[config.mk]
export PLATFORM = sky130hd
export DESIGN_NAME = mult_share_ctrl
export DESIGN_NICKNAME = d
export VERILOG_FILES = /design/src/rtl/mult_share_ctrl.sv
export SDC_FILE = /design/constraint.sdc
export NUM_CORES = 1
export LEC_CHECK = 0
export ABC_AREA = 1
export CAP_MARGIN = 40
export CELL_PAD_IN_SITES_DETAIL_PLACEMENT = 1
export CELL_PAD_IN_SITES_GLOBAL_PLACEMENT = 2
export CORE_MARGIN = 2
export CORE_UTILIZATION = 27
export DETAILED_ROUTE_END_ITERATION = 10
export MAX_ROUTING_LAYER = met4
export PLACE_DENSITY_LB_ADDON = 0.1
export SLEW_MARGIN = 20
export SYNTH_ARGS = -nofsm -noshare
export SYNTH_HDL_FRONTEND = slang
export SYNTH_SLANG_ARGS = --single-unit
export TNS_END_PERCENT = 1
[constraint.sdc]
create_clock -name clk -period 3.15 [get_ports clk]
set_clock_uncertainty 0.05 [all_clocks]
set_input_delay 0.315 -clock clk [delete_from_list [all_inputs] [get_ports clk]]
set_output_delay 0.315 -clock clk [all_outputs]
set_load 0.1 [all_outputs]
[src/rtl/mult_share_ctrl.sv]
// rtl/mult_share_ctrl.sv - round-robin sequencing controller for a shared add-shift signed multiplier
//
// Ports:
//   clk      in   system clock, rising edge
//   reset_n  in   asynchronous active-low reset
//   req[1:0] in   per-requester job request, sampled in IDLE only
//   m        in   LSB of the datapath B register
//   gnt[1:0] out  one-hot grant, held from LOAD through DONE
//   sel      out  operand mux select (current/last granted requester)
//   done[1:0]out  one-cycle completion pulse to the granted requester
//   busy     out  high in every state except IDLE
//   clr_ax   out  clear A and X
//   ld_b     out  load B from the selected requester
//   add      out  A <= A + S
//   sub      out  A <= A - S (sign-bit iteration)
//   shift    out  arithmetic right shift of X:A:B
`timescale 1ns/1ps
module mult_share_ctrl #(
    parameter int WIDTH = 8
) (
    input  logic       clk,
    input  logic       reset_n,
    input  logic [1:0] req,
    input  logic       m,
    output logic [1:0] gnt,
    output logic       sel,
    output logic [1:0] done,
    output logic       busy,
    output logic       clr_ax,
    output logic       ld_b,
    output logic       add,
    output logic       sub,
    output logic       shift
);

    localparam int CW = $clog2(WIDTH) + 1;
    localparam logic [CW-1:0] LAST_IDX = CW'(WIDTH - 1);
    localparam logic [CW-1:0] ITER_END = CW'(WIDTH);

    typedef enum logic [2:0] {
        S_IDLE  = 3'd0,
        S_LOAD  = 3'd1,
        S_OP    = 3'd2,
        S_SHIFT = 3'd3,
        S_DONE  = 3'd4
    } state_t;

    state_t          r_state;
    state_t          w_next;
    logic [CW-1:0]   r_count;
    logic            r_last;
    logic [1:0]      r_gnt;
    logic            r_sel;
    logic            w_any_req;
    logic            w_winner;
    logic [CW-1:0]   w_count_inc;
    logic            w_last_bit;

    assign w_any_req   = |req;
    // A lone request wins outright; on contention the requester that did
    // not win last time is chosen.
    assign w_winner    = (req == 2'b10) ? 1'b1 :
                         (req == 2'b01) ? 1'b0 : ~r_last;
    assign w_count_inc = r_count + 1'b1;
    assign w_last_bit  = (r_count == LAST_IDX);

    always_ff @(posedge clk or negedge reset_n) begin
        if (!reset_n) begin
            r_state <= S_IDLE;
        end else begin
            r_state <= w_next;
        end
    end

    always_comb begin
        w_next = r_state;
        case (r_state)
            S_IDLE:  w_next = w_any_req ? S_LOAD : S_IDLE;
            S_LOAD:  w_next = S_OP;
            S_OP:    w_next = S_SHIFT;
            S_SHIFT: w_next = (w_count_inc == ITER_END) ? S_DONE : S_OP;
            S_DONE:  w_next = S_IDLE;
            default: w_next = S_IDLE;
        endcase
    end

    // Grant, select, fairness pointer and iteration counter.
    always_ff @(posedge clk or negedge reset_n) begin
        if (!reset_n) begin
            r_count <= '0;
            r_last  <= 1'b1;
            r_gnt   <= 2'b00;
            r_sel   <= 1'b0;
        end else begin
            case (r_state)
                S_IDLE: begin
                    if (w_any_req) begin
                        r_gnt  <= w_winner ? 2'b10 : 2'b01;
                        r_sel  <= w_winner;
                        r_last <= w_winner;
                    end
                end
                S_LOAD:  r_count <= '0;
                S_SHIFT: r_count <= w_count_inc;
                S_DONE:  r_gnt   <= 2'b00;
                default: ;
            endcase
        end
    end

    always_comb begin
        gnt    = r_gnt;
        sel    = r_sel;
        done   = 2'b00;
        busy   = (r_state != S_IDLE);
        clr_ax = 1'b0;
        ld_b   = 1'b0;
        add    = 1'b0;
        sub    = 1'b0;
        shift  = 1'b0;
        case (r_state)
            S_LOAD: begin
                clr_ax = 1'b1;
                ld_b   = 1'b1;
            end
            S_OP: begin
                // The final multiplier bit is the two's-complement sign bit,
                // so its partial product is subtracted instead of added.
                add = m & ~w_last_bit;
                sub = m & w_last_bit;
            end
            S_SHIFT: shift = 1'b1;
            S_DONE:  done  = r_gnt;
            default: ;
        endcase
    end

endmodule

==> flow_metrics.py <==
metrics = {
    "floorplan": {
        "start_util_pct": 29.0,
        "core_area_mm2": 0.00198,
        "ios": 16,
        "die_w_um": 50.2,
        "row_count": 16,
        "die-area_mm2": 0.00252,
        "fp.dieH_um": 50.2,
    },
    "global_routing": {
        "grt_max_degree": 12,
        "antenna_found_initial": 0,
        "grt_pass1_wl_mm": 2.39,
        "overflow": 0,
        "grt_pass1_vias": 541,
        "grt_usage_pct": 13.3,
    },
    "timing": {
        "setup_tns_ps": 0,
        "layout_min_cycle_time_ps": 2110,
        "rsz0062_at_grt": "no",
        "setup_slack_ps": 1040,
        "fmax_mhz": 475,
        "fin_crit_sh_pct": 66.9,
        "slew_violations": 0,
        "worstMarginPinSlew_ps": 509,
        "setup_viol": 0,
        "finalHoldViolCount": 0,
        "timing.slew.headroom_pct": 65.9,
    },
    "yosys": {
        "synthArstFlopShare_pct": 100,
        "ys_seq_elements": 11,
        "synth_fp_nets": 77,
        "yosysSeqAreaShare_pct": 48.0,
        "synth_ff_type": "dfrtp_1",
        "ys_types": 20,
        "synth_top_family_by_area": "simple AND/OR/NAND/NOR gates",
        "yosys.area.top_type": "dfrtp_1",
        "yosys.area_share.adder_pct": 2.17,
        "yosys_warnings": 0,
        "synthTopCellsByCount": "nand2_1, nor2_1, dfrtp_1",
        "yosys-top-cells-area": "dfrtp_1, nand2_1, nor2_1, inv_1, dfstp_2",
        "synth-simple-area-share_pct": 35.7,
        "synthCells": 71,
        "synth_xor_xnor_area_share_pct": 0,
        "yosysTopAreaCellShare_pct": 43.5,
        "syn-mean-instance-area_um2": 8.11,
        "synth_area_um2": 576,
        "synth.area.mux_share_pct": 0,
        "synth-edff-count": 0,
        "yosysMostFrequentCell": "nand2_1",
        "synth-compound-area-share_pct": 6.96,
    },
    "setup_path": {
        "r2r_start": "r_count[0]",
        "r2r_slack_ps": 1970,
        "worstPathRequired_ps": 2780,
        "reg2reg_depth": 6,
        "crit_path_start": "r_state[0]",
        "path_class": "flip-flop to primary output",
        "critPathCapture": "busy",
        "critPathLaunchType": "flip-flop",
        "worstSetupEndpointType": "primary output",
        "cp_max_fo": 5,
        "r2r-end": "r_state[1]",
        "critPathArrivalTime_ps": 1740,
    },
    "cts": {
        "insertion_delay_ps": 270,
        "cts_hold_buffers": 0,
        "clock_path_buffers": 2,
        "h-tree-depth": 1,
        "root_buffer": "clkbuf_4",
        "cts_tree": "done",
        "post_cts_resized": 0,
        "clock_sinks": 11,
        "clkTransAtPathRegs_ps": 80,
        "post_cts_buffers": 0,
        "cts_buffers": 3,
    },
    "finish": {
        "drive_gt1_share_pct": 29.0,
        "final_nets": 100,
        "stdcell_area_um2": 827,
        "antennaDiodeCount": 0,
        "area_growth_pct": 43.7,
    },
    "min_path": {
        "min_path_type": "input port to asynchronous set/reset pin",
    },
    "drt": {
        "num_vias": 509,
        "first_iter_violations": 8,
        "drtPass1Iterations": 3,
        "wire_per_inst_um": 11.2,
        "wl_mm": 1.34,
        "remaining_drc_errors": 0,
        "drt-vias-per-instance": 4.24,
        "ant_nets": 0,
    },
    "place": {
        "globalplace.congestion": 0.725,
        "placement.cell_area_um2": 800,
        "place_ws_ps": 1340,
        "numPortBuffers": 15,
        "dp_hpwl_mm": 1.09,
    },
    "job": {
        "maxCapViolCount": 0,
    },
    "run_status": {
        "outcome": "completed",
    },
}
worst max-delay path: stages, from the launching register on:
cell and delay (ps):
dfrtp_1 440, nor3_1 330, inv_1 70, clkdlybuf4s50_1 450
buf_8 180
sequential cells by signal (all words and copies together) (netlist names):
signal and cells:
r_count 4, r_state 3, gnt 2, r_last 1
sel 1
routing by layer:
metal / part of all wire (%) / global-route usage (%) / vias up
met5: 0 / - / -
met4: 2.1 / 8.33 / 0
met3: 3.4 / 1.79 / 4
met2: 49 / 21.1 / 11
met1: 46 / 15.9 / 226
li1: - / - / 268
through the flow:
step                hold slack (ps)  util [%]  std cells
finish                          325      41.7        120
global route                    361      41.7        120
CTS                             341      41.7        120
detailed placement              414      40.3        116
global placement                407      37.3        112
floorplan                     -30.6         -         71
how the worst min path moves through the flow:
stage | startpoint | end | slack, ps | depth (start not counted)
finish | reset_n | r_count[2] | 320 | 1
global placement | sel | sel | 410 | 2
CTS | reset_n | r_count[1] | 340 | 1
detailed placement | sel | sel | 410 | 2
global route | reset_n | r_count[1] | 360 | 1
floorplan | reset_n | gnt[0] | -30 | 0
area by class of cell:
type / count / area (um^2)
flip-flops and latches: 11 / 277
fillers: 244 / 1150
repair buffers: 19 / 193
multi-input cells: 50 / 263
well taps: 27 / 33.8
clock inverters: 1 / 5.00
inverters: 9 / 33.8
clock buffers: 3 / 22.5
cells by family (layout without fill, tap and decap cells):
logic type | after synthesis | in the layout
AO/OA/AOI/OAI | 5 | 5
adder cells (fa/ha/maj) | 1 | 1
buffers and inverters | 10 | 32
flip-flops | 11 | 11
AND/OR/NAND/NOR | 44 | 44
cells in the final DEF (no fill, tap or decap), drive strengths merged:
| cell type | instances |
|---|---|
| nand3 | 6 |
| dfrtp | 10 |
| ha | 1 |
| a21oi | 2 |
| nor3b | 1 |
| o21ai | 2 |
| clkbuf | 3 |
| clkinv | 1 |
| nand2 | 20 |
| buf | 11 |
| a22o | 1 |
| dfstp | 1 |
| nand4 | 1 |
| nor3 | 1 |
| nor2 | 15 |
| inv | 9 |
| clkdlybuf4s50 | 8 |
Power is left out: the tool's default activity adds up to more than one toggle a clock period on the data nets, which glitch-free logic cannot reach.
